--- src/rtl/elevator_pkg.sv ---
// rtl/elevator_pkg.sv - shared types and floor helpers for the elevator car controller
package elevator_pkg;

   typedef enum logic [1:0] {
      IDLE = 2'd0,
      MOVE = 2'd1,
      DOOR = 2'd2
   } state_t;

   typedef enum logic {
      UP   = 1'b0,
      DOWN = 1'b1
   } dir_t;

   typedef logic [1:0] floor_t;

   // {A3,A2,A1} for a car standing at floor f
   function automatic logic [2:0] onehot_floor(input floor_t f);
      case (f)
         2'd0:    return 3'b001;
         2'd1:    return 3'b010;
         2'd2:    return 3'b100;
         default: return 3'b000;
      endcase
   endfunction

   // Floors lying strictly beyond f when travelling in direction d
   function automatic logic [2:0] beyond_mask(input floor_t f, input dir_t d);
      if (d == UP) begin
         case (f)
            2'd0:    return 3'b110;
            2'd1:    return 3'b100;
            default: return 3'b000;
         endcase
      end else begin
         case (f)
            2'd2:    return 3'b011;
            2'd1:    return 3'b001;
            default: return 3'b000;
         endcase
      end
   endfunction

endpackage

--- src/rtl/elevator_cycle_timer.sv ---
// rtl/elevator_cycle_timer.sv - loadable down-counter timing both travel hops and door dwell
module cycle_timer #(
   parameter int W = 3
) (
   input  logic         clk,
   input  logic         rst_n,
   input  logic         load,
   input  logic [W-1:0] load_value,
   output logic         expire
);

   logic [W-1:0] count_d;
   logic [W-1:0] count_q;

   // Load wins over counting; the counter parks at zero when idle
   always_comb begin
      count_d = count_q;
      if (load) begin
         count_d = load_value;
      end else if (count_q != '0) begin
         count_d = count_q - W'(1);
      end
   end

   // Count register
   always_ff @(posedge clk or negedge rst_n) begin
      if (!rst_n) begin
         count_q <= '0;
      end else begin
         count_q <= count_d;
      end
   end

   // The final cycle of a loaded interval is the one where the count reads 1
   assign expire = (count_q == W'(1));

endmodule

--- src/rtl/elevator_controller.sv ---
// rtl/elevator_controller.sv - three-floor car controller: call latching, scheduling, car status
module elevator_controller
   import elevator_pkg::*;
#(
   parameter int TRAVEL_CYCLES = 4,
   parameter int DOOR_CYCLES   = 3
) (
   input  logic       clk,
   input  logic       rst_n,
   input  logic [2:0] call,
   output logic       M,
   output logic       A1,
   output logic       A2,
   output logic       A3,
   output logic       door_open,
   output logic [2:0] pending
);

   localparam int MAX_CYCLES = (TRAVEL_CYCLES > DOOR_CYCLES) ? TRAVEL_CYCLES : DOOR_CYCLES;
   localparam int TW         = $clog2(MAX_CYCLES + 1);
   localparam logic [TW-1:0] TRAVEL_LOAD = TW'(TRAVEL_CYCLES);
   localparam logic [TW-1:0] DOOR_LOAD   = TW'(DOOR_CYCLES);

   state_t          state_d, state_q;
   floor_t          floor_d, floor_q;
   dir_t            dir_d, dir_q;
   logic [2:0]      pending_d, pending_q;
   logic            m_d, m_q;
   logic [2:0]      a_d, a_q;
   logic            door_d, door_q;

   logic            tmr_load;
   logic [TW-1:0]   tmr_value;
   logic            tmr_expire;
   logic [2:0]      here_mask;
   logic [2:0]      clr_mask;
   logic [2:0]      call_mask;
   floor_t          next_floor;

   cycle_timer #(
      .W (TW)
   ) u_timer (
      .clk        (clk),
      .rst_n      (rst_n),
      .load       (tmr_load),
      .load_value (tmr_value),
      .expire     (tmr_expire)
   );

   // Scheduling, call latching and next-cycle car status
   always_comb begin
      state_d    = state_q;
      floor_d    = floor_q;
      dir_d      = dir_q;
      tmr_load   = 1'b0;
      tmr_value  = '0;
      clr_mask   = 3'b000;
      call_mask  = call;
      here_mask  = onehot_floor(floor_q);
      next_floor = floor_q;

      case (state_q)
         IDLE: begin
            if (|(pending_q & here_mask)) begin
               state_d   = DOOR;
               clr_mask  = here_mask;
               tmr_load  = 1'b1;
               tmr_value = DOOR_LOAD;
            end else if (|pending_q) begin
               // End floors force the direction; the middle floor reverses only
               // when nothing is waiting in the current direction
               if (floor_q == 2'd0) begin
                  dir_d = UP;
               end else if (floor_q == 2'd2) begin
                  dir_d = DOWN;
               end else if (~|(pending_q & beyond_mask(floor_q, dir_q))) begin
                  dir_d = (dir_q == UP) ? DOWN : UP;
               end
               state_d   = MOVE;
               tmr_load  = 1'b1;
               tmr_value = TRAVEL_LOAD;
            end
         end

         MOVE: begin
            if (tmr_expire) begin
               if (dir_q == UP && floor_q != 2'd2) begin
                  next_floor = floor_q + 2'd1;
               end else if (dir_q == DOWN && floor_q != 2'd0) begin
                  next_floor = floor_q - 2'd1;
               end
               floor_d = next_floor;
               if (|(pending_q & onehot_floor(next_floor))) begin
                  state_d   = DOOR;
                  clr_mask  = onehot_floor(next_floor);
                  tmr_load  = 1'b1;
                  tmr_value = DOOR_LOAD;
               end else if (|(pending_q & beyond_mask(next_floor, dir_q))) begin
                  tmr_load  = 1'b1;
                  tmr_value = TRAVEL_LOAD;
               end else begin
                  state_d = IDLE;
               end
            end
         end

         DOOR: begin
            // A call for the floor being served holds the door instead of latching
            call_mask = call & ~here_mask;
            if (|(call & here_mask)) begin
               tmr_load  = 1'b1;
               tmr_value = DOOR_LOAD;
            end else if (tmr_expire) begin
               state_d = IDLE;
            end
         end

         default: begin
            state_d = IDLE;
         end
      endcase

      pending_d = (pending_q | call_mask) & ~clr_mask;
      m_d       = (state_d == MOVE);
      door_d    = (state_d == DOOR);
      a_d       = m_d ? 3'b000 : onehot_floor(floor_d);
   end

   // State and registered car-status outputs
   always_ff @(posedge clk or negedge rst_n) begin
      if (!rst_n) begin
         state_q   <= IDLE;
         floor_q   <= 2'd0;
         dir_q     <= UP;
         pending_q <= 3'b000;
         m_q       <= 1'b0;
         a_q       <= 3'b001;
         door_q    <= 1'b0;
      end else begin
         state_q   <= state_d;
         floor_q   <= floor_d;
         dir_q     <= dir_d;
         pending_q <= pending_d;
         m_q       <= m_d;
         a_q       <= a_d;
         door_q    <= door_d;
      end
   end

   assign M            = m_q;
   assign {A3, A2, A1} = a_q;
   assign door_open    = door_q;
   assign pending      = pending_q;

endmodule

--- config.mk ---
export PLATFORM = sky130hd
export DESIGN_NAME = elevator_controller
export DESIGN_NICKNAME = d
export VERILOG_FILES = /design/src/rtl/elevator_pkg.sv /design/src/rtl/elevator_cycle_timer.sv /design/src/rtl/elevator_controller.sv
export SDC_FILE = /design/constraint.sdc
export NUM_CORES = 1
export LEC_CHECK = 0
export BUFFER_PORTS_ARGS = -buffer_cell sky130_fd_sc_hd__buf_2
export CAP_MARGIN = 15
export CORE_ASPECT_RATIO = 1.25
export CORE_MARGIN = 2
export CORE_UTILIZATION = 40
export CTS_CLUSTER_DIAMETER = 50
export CTS_CLUSTER_SIZE = 12
export DETAILED_ROUTE_END_ITERATION = 6
export HOLD_SLACK_MARGIN = 0.05
export MAX_ROUTING_LAYER = met4
export PLACE_DENSITY = 0.64
export SLEW_MARGIN = 10
export SYNTH_ARGS = -nofsm -noshare
export SYNTH_HDL_FRONTEND = slang
export SYNTH_HIERARCHICAL = 1
export SYNTH_SLANG_ARGS = --single-unit
export TNS_END_PERCENT = 100
--- constraint.sdc ---
create_clock -name clk -period 5.89 [get_ports clk]
set_clock_uncertainty 0.2 [all_clocks]
set_input_delay 0.2945 -clock clk [delete_from_list [all_inputs] [get_ports clk]]
set_output_delay 0.2945 -clock clk [all_outputs]
set_load 0.02 [all_outputs]
==> results of run 1 <==
layout make-up:
cell class	instances	area [um^2]	share of cell area
Sequential cell	16	402	0.321
Tap cell	34	42.5	0.0340
Clock buffer	4	36.3	0.0290
Multi-Input combinational cell	86	666	0.533
Timing Repair Buffer	13	70.1	0.0561
Inverter	9	33.8	0.0270
metrics by stage:
| step | std cells | util | power, mW | hold slack (ns) |
|---|---|---|---|---|
| after floorplan | 113 | - | 0.599 | -0.201 |
| after global placement | 157 | 0.449 | 0.703 | 0.0295 |
| after detailed placement | 157 | 0.449 | 0.713 | 0.0415 |
| after CTS | 162 | 0.466 | 0.795 | 0.100 |
| after global routing | 162 | 0.466 | 0.872 | 0.110 |
| final | 162 | 0.466 | 0.794 | 0.114 |
cell families after synthesis:
kind of cell             share of synthesized area
AND/OR/NAND/NOR                              0.227
AO/OA/AOI/OAI                                0.199
flip-flops                                   0.359
adder cells (fa/ha/maj)                      0.134
buffers and inverters                       0.0448
XOR/XNOR                                    0.0157
multiplexers                                0.0190
power groups by stage:
stage / Clock (mW) / Sequential (mW) / Combinational [mW]
5_1_grt: 0.0844 / 0.229 / 0.559
3_3_place_gp: 0 / 0.218 / 0.485
2_1_floorplan: 0 / 0.221 / 0.378
4_1_cts: 0.0800 / 0.219 / 0.496
6_report: 0.0758 / 0.221 / 0.498
3_5_place_dp: 0 / 0.221 / 0.491
path summary, 6_finish.rpt:
check / from / end / cells past startpoint
hold reg to reg: u_timer/count_q[2] / u_timer/count_q[2] / 2
setup reg to reg: floor_q[0] / u_timer/count_q[0] / 10
min in group asynchronous: rst_n / pending[1] / 2
hold / removal: call[1] / pending[1] / 3
max in group asynchronous: rst_n / a_q[0] / 2
setup / recovery: floor_q[0] / u_timer/count_q[0] / 10
cell usage after synthesis, types with 2 or more instances:
library cell  instances
dfrtp_1              15
and3_1                2
xnor2_1               2
nand3_1               2
a31oi_1               5
nor2_1                2
nand2_1              12
a21oi_1               2
ha_1                 12
a22oi_1               2
inv_1                 9
nor4b_1               4
o311ai_0              2
o211ai_1              2
nor2b_1               3
and3b_1               2
or2_2                 2
o2bb2ai_1             3
a222oi_1              2
or3b_2                2
a21o_1                2
state kept, by name, summed over array words and instances, names as in the netlist:
register	count
floor_q	2
pending	3
a_q	3
u_timer/count_q	3
dir_q	1
state_q	2
M	1
door_open	1
routing by layer:
metal,track usage,up-vias,wire [um]
met4,0.0691,0,19
met5,-,-,0
li1,-,455,-
met1,0.219,443,1080
met2,0.286,24,1240
met3,0.0213,2,101
worst max-delay path, stage by stage, from the launching register on:
cell	delay (ns)
dfrtp_1	0.49
inv_1	0.14
ha_1	0.30
or3b_2	0.50
and3_1	0.24
ha_1	0.24
a222oi_1	0.42
and3_1	0.22
o211ai_1	0.19
nor4b_1	0.35
a221oi_1	0.08
==> flow_summary.toml, run 1 <==
[timing]
worst_pin_slew_ns = 0.525
rsz0062_at_grt = "false"
finalSetupTns_ns = 0
slew_violations = 0
period_minus_slack_ns = 3.50
relSlewSlack = 0.648
fin_crit_sh = 0.594
finalHoldViolations = 0
finalSetupViolCount = 0
fmax_ghz = 0.286
layout_setup_ws_ns = 2.39

[cells_and_area]
drive_gt1_frac = 0.195
fin_area_um2 = 1250
num_antenna_cells = 0
filler_cell_count = 265
syn_to_final_growth_pct = 11.9
mostFrequentLayoutCell = "dfrtp_1"
mostFrequentLayoutCells = "dfrtp_1 (15), nand2_1 (12), ha_1 (12), buf_2 (12), inv_1 (9)"
nets = 146

[synthesis]
synth.top_cell.area_share = 0.336
ys.flop_type = "dfrtp_1"
synth_nets = 130
ys_seq_area_frac = 0.359
async_reset_ff_frac = 1.00
syn_avg_cell_area_um2 = 9.89
synth-seq-cells = 16
synth_area_um2 = 1120
ys_types = 45
synth_cells = 113
yosys_warnings = 6
yosysTopAreaCell = "dfrtp_1"
synth_edf_count = 0
synthTopCellsByArea = "dfrtp_1 (34%), ha_1 (13%), nand2_1 (4.0%)"

[global_routing]
antenna_found_initial = 0
grt_max_degree = 17
grt_pass1_vias = 926
grt_usage = 0.175
grt-ovfl-total = 0
grt_pass1_wl_um = 4230

[clocking]
clock_path_buffers = 2
cts_tree = "done"
numCtsBuffers = 3
insertion_delay_ns = 0.29
cts-root-buf = "clkbuf_4"
postCtsSetupBuffers = 0
cts.sinks = 16
htreeDepth = 1
cts-hold-fix-buffers = 1
clk_pin_slew_ns = 0.10
cts_resized = 0

[placement]
io_buffers = 12
place.gp.congestion = 0.865
dp_hpwl_um = 1790
pre_cts_slack_ns = 2.44
place_area_um2 = 1200

[setup_path]
rrSetupSlack_ns = 2.39
cp-end-kind = "flip-flop"
start_kind = "flip-flop"
timing_worst_setup_path_type = "flip-flop to flip-flop"
crit_required_ns = 5.85
critPathMaxFanout = 7
arrival_ns = 3.45

[pwr]
p_sw_mw = 0.384
powerDensity_nw_per_um2 = 635
p_leak_nw = 0.581
swShare = 0.483
power_frac_comb = 0.627
p_seq_frac = 0.278
max-vdd-ir-drop_mv = 0.267
power.internal_mw = 0.410
p_clk_frac = 0.095

[floorplanning]
die-height_um = 63.1
initial_core_util = 0.417
core_um2 = 2680
rows = 21
die_x_um = 51.3
ios = 13
fp.dieArea_um2 = 3230

[worst_hold_path]
hold_path_class = "primary input to flip-flop"

[drt]
drc_errors = 0
ant_nets = 0
firstDrtPassIters = 4
wl_per_cell_um = 15.0
wirelength_um = 2440
vias_per_cell = 5.70
drtIter0Drc = 45
vias = 924

[flow_run]
drv_cap = 0

[run_status]
status = "finished, final reports clean"
No activity file was read; power rests on OpenSTA's default activity.
==> inputs of run 2 (changes only) <==
clock period = 3.3 ns   (was 5.89 ns; I/O delays follow)
==> run 2 against run 1 <==
  * Register-to-register slack worse by 2.4 ns
  * Final cell count up 9.9%
  * Setup slack worse by 2.4 ns
  * Critical path type unchanged
  * The flow now finishes with violations (setup timing)
  * Largest cell class unchanged
  * First-iteration DRC count down 18%
  * Flip-flop and latch count unchanged
==> flow_summary.toml, run 2 (synthesis results as in run 1) <==
[drt]
ant_nets = 0
wirelength_um = 2800
firstDrtPassIters = 4
vias = 989
drc_errors = 0
wl_per_cell_um = 15.7
vias_per_cell = 5.56
drtIter0Drc = 37

[cells_and_area]
filler_cell_count = 252
num_antenna_cells = 0
mostFrequentLayoutCell = "dfrtp_1"
mostFrequentLayoutCells = "dfrtp_1 (15), buf_4 (13), nand2_1 (12), buf_2 (12)"
nets = 162
drive_gt1_frac = 0.368
syn_to_final_growth_pct = 29.9

[floorplanning]
die_x_um = 51.3
fp.dieArea_um2 = 3230
die-height_um = 63.1
rows = 21
initial_core_util = 0.417
core_um2 = 2680
ios = 13

[setup_path]
critPathMaxFanout = 7
r2r_cells = 11
r2r_end = "u_timer/count_q[0]"
path_depth = 11
timing_worst_setup_path_type = "flip-flop to flip-flop"
crit_required_ns = 3.26
rrSetupSlack_ns = -0.01
start_kind = "flip-flop"
worstPathCellList = "inv_2 > ha_4 > or3b_4 > and3_4 > buf_4 > ha_1 > a222oi_1 > and3_1 > o211ai_1 > nor4b_1 > a221oi_2"
cpMaxStageDelayCell = "nor4b_1"
arrival_ns = 3.27
cp-end-kind = "flip-flop"
r2r-start = "floor_q[0]"
cp_top_family = "simple AND/OR/NAND/NOR gates"
cp_slowest_stage_delay_ns = 0.50
cp_num_buf_inv = 2

[run_status]
status = "complete, but fails checks"
violations = "setup timing"

[placement]
io_buffers = 12
place.gp.congestion = 0.840
dp_hpwl_um = 1880

[clocking]
cts-root-buf = "clkbuf_4"
numCtsBuffers = 3
cts_tree = "done"
clk_pin_slew_ns = 0.10
cts.sinks = 16
clock_path_buffers = 2
htreeDepth = 1
insertion_delay_ns = 0.29

[worst_hold_path]
hold_path_class = "primary input to asynchronous set/reset pin"

[timing]
rsz0062_at_grt = "true"
fin_crit_sh = 1.00
relSlewSlack = 0.616
whs_ns = 0.110
layout_setup_ws_ns = -0.0106
slew_violations = 0
finalSetupViolCount = 1
worst_pin_slew_ns = 0.572
finalHoldViolations = 0
fmax_ghz = 0.302
period_minus_slack_ns = 3.31

[global_routing]
grt_usage = 0.182
grt_pass1_vias = 986
grt_max_degree = 17
antenna_found_initial = 0
grt_pass1_wl_um = 4430
grt-ovfl-total = 0

[flow_run]
drv_cap = 0
==> run 2: how the worst max path moves through the flow <==
| stage | startpoint | to | slack [ns] |
|---|---|---|---|
| CTS | floor_q[0] | u_timer/count_q[0] | 0.006 |
| detailed placement | floor_q[1] | u_timer/count_q[0] | -0.006 |
| finish | floor_q[0] | u_timer/count_q[0] | -0.01 |
| global placement | floor_q[1] | u_timer/count_q[0] | 0.11 |
| global route | floor_q[0] | u_timer/count_q[0] | -0.14 |
| floorplan | floor_q[0] | u_timer/count_q[0] | 0.15 |
==> run 2: final cells by class <==
| class | instances | area, um^2 | share of cell area |
|---|---|---|---|
| Clock buffer | 4 | 36.3 | 0.0250 |
| Inverter | 9 | 33.8 | 0.0233 |
| Multi-Input combinational cell | 86 | 739 | 0.509 |
| Sequential cell | 16 | 402 | 0.277 |
| Tap cell | 34 | 42.5 | 0.0293 |
| Timing Repair Buffer | 29 | 198 | 0.136 |
==> run 2: repair_timing <==
| item | 4_1_cts | 5_1_grt |
|---|---|---|
| hold buffers | 4 | 0 |
| endpoints found under the setup margin | 2 | 6 |
| hold endpoints to repair | 19 | 0 |
| setup buffers | 5 | 5 |
| pin swaps | 3 | 3 |
| cloned | 0 | 0 |
| resized for setup | 1 | 17 |
==> run 2: per-layer routing <==
layer	global-route usage	share of wire	vias up
met1	0.218	0.44	479
met3	0.0284	0.022	4
li1	-	-	491
met5	-	0	-
met2	0.312	0.53	15
met4	0.0526	0.0089	0
==> run 2: metrics by stage <==
step / cell area (um^2) / setup slack, ns / util / TNS (ns) / std cells
2_1_floorplan: 1120 / 0.149 / - / 0 / 113
4_1_cts: 1340 / 0.00616 / 0.500 / 0 / 173
6_report: 1450 / -0.0106 / 0.542 / -0.0106 / 178
3_3_place_gp: 1230 / 0.112 / 0.458 / 0 / 160
3_5_place_dp: 1230 / -0.00561 / 0.458 / -0.00561 / 160
5_1_grt: 1450 / -0.142 / 0.542 / -0.264 / 178
Power of run 2 is not shown: default switching activity piles up to over one toggle a cycle in this logic, so the estimate is an artifact.
